[src/rtl/if_stage.sv]
// rtl/if_stage.sv - instruction fetch stage: byte-serial fetch of 32-bit words into IF/ID
module if_stage #(
  parameter int               ADDR_W   = 32,
  parameter int               INST_W   = 32,
  parameter logic [ADDR_W-1:0] RESET_PC = '0
) (
  input  logic              clk,
  input  logic              rst,
  input  logic              id_ready_i,
  input  logic              branch_en_i,
  input  logic [ADDR_W-1:0] branch_target_i,
  output logic              mem_req_o,
  output logic [ADDR_W-1:0] mem_addr_o,
  input  logic              mem_rvalid_i,
  input  logic [7:0]        mem_rdata_i,
  output logic              if_valid_o,
  output logic [ADDR_W-1:0] if_pc_o,
  output logic [INST_W-1:0] if_inst_o
);

  // Instructions are always four little-endian bytes; bytes 0..2 are staged
  // here and byte 3 is merged straight into the delivered word.
  typedef enum logic [2:0] {
    S_IDLE,
    S_F0,
    S_F1,
    S_F2,
    S_F3,
    S_DONE
  } state_t;

  state_t              r_state;
  logic [ADDR_W-1:0]   r_pc;
  logic [INST_W-9:0]   r_buf;
  logic                r_mem_req;
  logic [ADDR_W-1:0]   r_mem_addr;
  logic                r_if_valid;
  logic [ADDR_W-1:0]   r_if_pc;
  logic [INST_W-1:0]   r_if_inst;

  logic [1:0]          w_byte_idx;
  logic [ADDR_W-1:0]   w_addr_next;
  logic [ADDR_W-1:0]   w_pc_plus4;

  // Byte position of the current fetch state and the address of the byte after it
  always_comb begin
    w_byte_idx = 2'd0;
    case (r_state)
      S_F1:    w_byte_idx = 2'd1;
      S_F2:    w_byte_idx = 2'd2;
      S_F3:    w_byte_idx = 2'd3;
      default: w_byte_idx = 2'd0;
    endcase
    w_addr_next = r_pc + {{(ADDR_W-2){1'b0}}, w_byte_idx} + ADDR_W'(1);
    w_pc_plus4  = r_pc + ADDR_W'(4);
  end

  // Fetch FSM; memory request/address and the IF-side outputs are registered
  // so they change only on the clock edge that moves the state.
  always_ff @(posedge clk or negedge rst) begin
    if (!rst) begin
      r_state    <= S_IDLE;
      r_pc       <= RESET_PC;
      r_buf      <= '0;
      r_mem_req  <= 1'b0;
      r_mem_addr <= RESET_PC;
      r_if_valid <= 1'b0;
      r_if_pc    <= '0;
      r_if_inst  <= '0;
    end else if (r_state == S_IDLE) begin
      // Branch requests are not honoured until the first fetch has started.
      r_state    <= S_F0;
      r_mem_req  <= 1'b1;
      r_mem_addr <= r_pc;
    end else if (branch_en_i) begin
      // Redirect wins over everything: drop any byte arriving now and any
      // word waiting in DONE, and restart at the target.
      r_state    <= S_F0;
      r_pc       <= branch_target_i;
      r_buf      <= '0;
      r_mem_req  <= 1'b1;
      r_mem_addr <= branch_target_i;
      r_if_valid <= 1'b0;
    end else begin
      case (r_state)
        S_F0: begin
          if (mem_rvalid_i) begin
            r_buf[7:0] <= mem_rdata_i;
            r_state    <= S_F1;
            r_mem_addr <= w_addr_next;
          end
        end
        S_F1: begin
          if (mem_rvalid_i) begin
            r_buf[15:8] <= mem_rdata_i;
            r_state     <= S_F2;
            r_mem_addr  <= w_addr_next;
          end
        end
        S_F2: begin
          if (mem_rvalid_i) begin
            r_buf[23:16] <= mem_rdata_i;
            r_state      <= S_F3;
            r_mem_addr   <= w_addr_next;
          end
        end
        S_F3: begin
          if (mem_rvalid_i) begin
            r_state    <= S_DONE;
            r_mem_req  <= 1'b0;
            r_if_valid <= 1'b1;
            r_if_pc    <= r_pc;
            r_if_inst  <= {mem_rdata_i, r_buf};
          end
        end
        S_DONE: begin
          // Word stays presented until the IF/ID register takes it.
          if (id_ready_i) begin
            r_state    <= S_F0;
            r_pc       <= w_pc_plus4;
            r_mem_req  <= 1'b1;
            r_mem_addr <= w_pc_plus4;
            r_if_valid <= 1'b0;
          end
        end
        default: begin
          r_state    <= S_IDLE;
          r_mem_req  <= 1'b0;
          r_if_valid <= 1'b0;
        end
      endcase
    end
  end

  assign mem_req_o  = r_mem_req;
  assign mem_addr_o = r_mem_addr;
  assign if_valid_o = r_if_valid;
  assign if_pc_o    = r_if_pc;
  assign if_inst_o  = r_if_inst;

endmodule
[config.mk]
export PLATFORM = sky130hd
export DESIGN_NAME = if_stage
export DESIGN_NICKNAME = d
export VERILOG_FILES = /design/src/rtl/if_stage.sv
export SDC_FILE = /design/constraint.sdc
export NUM_CORES = 1
export LEC_CHECK = 0
export CAP_MARGIN = 15
export CORE_MARGIN = 8
export CORE_UTILIZATION = 30
export CTS_BUF_LIST = sky130_fd_sc_hd__clkbuf_16
export DETAILED_ROUTE_END_ITERATION = 6
export PLACE_DENSITY = 0.62
export SLEW_MARGIN = 20
export SYNTH_ARGS = -nofsm -noshare
export SYNTH_HDL_FRONTEND = slang
export SYNTH_SLANG_ARGS = --single-unit
[constraint.sdc]
create_clock -name clk -period 4.9 [get_ports clk]
set_input_delay 1.47 -clock clk [delete_from_list [all_inputs] [get_ports clk]]
set_output_delay 1.47 -clock clk [all_outputs]
set_load 0.005 [all_outputs]
==> impl_metrics.ini <==
[critical_path]
worst_setup_path_start_kind = flip-flop
crit_path_end_kind = flip-flop
cpPeakStageDelay_ns = 0.68
path_class = reg2reg
cp.required_ns = 5.21
critPathMaxFanout = 18
slowest_stage = dfrtp_1
crit_buf_inv = 2
path_cells = nand2b_1 > nor2_1 > a21oi_1 > inv_1 > ha_1 > nor2b_1 > nor3_1 > buf_4 > nor3_1 > and3_1 > o41ai_1
critPathMostFrequentCell = nor3_1
critical_path.top_delay_family = simple AND/OR/NAND/NOR gates
crit_arrival_ns = 3.75
r2r_start = r_state[1]
crit_start = r_state[1]

[cells_and_area]
register_area_um2 = 3930
layout-drive-gt1-share = 0.130
diodes = 0
final_nets = 984
multi_input_area_um2 = 3780
num-fill-cells = 2606
syn_to_final_growth_pct = 27.9
post-route-util = 0.387
instances_no_fill = 1289

[clock_network]
numCtsBuffers = 17
cts_resized = 0
ctsLongestPathBuffers = 2
clk_latency_ns = 0.44
cts_tree = done
cts_hold_buf = 0
cts_sinks = 157
clk_pin_slew_worst_paths_ns = 0.07
postCtsSetupBuffers = 0
cts_root_buf = clkbuf_16
htree_levels = 4

[global_route]
grt_usage = 0.152
grt_overflow = 0
antenna_found_initial = 0
grt_max_degree = 85
grt_pass1_vias = 6666
grt_pass1_wl_um = 39700

[flow_run]
drv_cap = 0

[drt]
drt_iter0_markers = 611
wirelength_um = 25100
drc_errors = 0
drt-wirelength-per-cell_um = 19.4
drt-vias-per-instance = 5.35
vias = 6899
drtAntennaViolNets = 0
firstDrtPassIters = 5

[yosys]
syn_avg_cell_area_um2 = 9.67
synth_area_um2 = 8100
synthCells = 837
synthTopCellsByArea = dfrtp_1 (49%), mux2_2 (7.2%), nand2_1 (4.6%)
yosysTopAreaCell = dfrtp_1
yosysWarnings = 0
synth_edf_count = 0
ys_seq_area_frac = 0.485
synthFlopType = dfrtp_1
yosysTopAreaCellShare = 0.485
async_flop_share = 1.00
ys_types = 70
synthesis.nets = 886
synth_common_cells = dfrtp_1 (157), nand2_1 (99), o21ai_0 (68)
ys_ff_latch = 157
synth.most_common_cell = dfrtp_1

[place]
dpl.cell_count = 1257
dp_hpwl_um = 17400
port-buffer-count = 142
globalplace.congestion = 0.840

[floorplanning]
rows = 60
die_h_um = 180
ios = 143
core-area_um2 = 26700
die_x_um = 180
die_area_um2 = 32500
start_util = 0.303

[sta]
finalHoldViolations = 0
drv_slew = 0
skew_ns = 0.0132
finalCriticalPeriod_ns = 3.44
rsz0062_at_grt = no
setup_tns_ns = 0
tightest_slew_ns = 1.06
finalCritPeriodShare = 0.701
timing.hold.ws_ns = 0.479
max_freq_mhz = 291
finalSetupViolCount = 0
slew_headroom = 0.291

[power]
p_leak_uw = 0.00433
ir_worst_vdd_mv = 0.175
power_density_nw_per_um2 = 381
total_power_uw = 3940

[status]
run_status = finished, final reports clean

[hold_path]
hold_start = r_buf[6]
min_path_type = reg2reg
==> path summary, 6_finish.rpt <==
check                      cells after the start             end  slack (ns)
setup / recovery                              11  mem_addr_o[19]        1.46
hold / removal                                 2        r_buf[6]        0.48
setup reg to reg                              11  mem_addr_o[19]        1.46
hold reg to reg                                2        r_buf[6]        0.48
max in group asynchronous                      2     if_pc_o[27]        2.94
min in group asynchronous                      1      if_pc_o[8]        1.10
==> cells in the final DEF, fill, tap and decap left out, drive strengths merged, types with 8 or more instances in the layout <==
cell type	synthesis	routed
a21oi	44	44
a221o	8	8
a221oi	9	9
a22oi	10	10
a31oi	13	13
and3	12	12
buf	22	19
clkbuf	58	17
clkdlybuf4s50	0	140
dfrtp	157	157
inv	20	31
mux2	52	52
mux2i	24	24
nand2	99	99
nand3	29	29
nand4	12	12
nor2	39	39
nor3	20	20
nor4	12	12
o21ai	73	73
o22ai	25	25
o31ai	9	9
or3	8	8
or4	9	9
==> state kept, by name, summed over array words and instances, names as in the netlist <==
name	cells
mem_req_o	1
if_inst_o	32
if_pc_o	32
r_pc	32
r_buf	24
mem_addr_o	32
if_valid_o	1
r_state	3
==> cells by family (layout without fill, tap and decap cells) <==
group                      Yosys count  count (layout)  synth area share
xor gates and xnor gates             8               8           0.00865
adders and majority gates            4               4           0.00711
buffers and inverters              100             211            0.0504
AOI/OAI and AO/OA                  234             234             0.186
DFF                                157             157             0.485
and+or+nand+nor                    258             258             0.161
muxes                               76              76             0.102
==> worst reg2reg max path, delay by kind of cell (launching register included) <==
family | cells | cell delay, ns
flip-flops | 1 | 0.68
AO/OA/AOI/OAI | 2 | 0.60
buffers and inverters | 2 | 0.38
adder cells (fa/ha/maj) | 1 | 0.26
AND/OR/NAND/NOR | 6 | 1.39
==> stage by stage <==
| stage | setup slack, ns | instance area, µm² |
|---|---|---|
| floorplan | 2.01 | 8100 |
| global placement | 1.17 | 9760 |
| detailed placement | 1.14 | 9760 |
| CTS | 1.50 | 10400 |
| global route | 1.22 | 10400 |
| finish | 1.46 | 10400 |
==> final cells by class <==
class                      instances  area share
clock buffer                      17      0.0411
clock inverter                    15      0.0164
multi-input combinational        580       0.365
timing repair buffer             159       0.149
tap                              341      0.0412
sequential                       157       0.379
inverter                          20     0.00725
==> per-layer routing <==
metal / track usage / wire length, µm / vias up
met5: 0 / 0 / -
li1: - / - / 3267
met2: 0.242 / 11900 / 221
met3: 0.0272 / 1410 / 16
met1: 0.209 / 11500 / 3395
met4: 0.0446 / 316 / 0
==> report_power, final <==
part / leakage, µW / switching, µW / internal, µW
registers: 0.00201 / 225 / 1480
clock network: 0.000288 / 621 / 730
logic: 0.00203 / 446 / 445
total: 0.00433 / 1290 / 2650
Power figures use the tool's default switching activity.
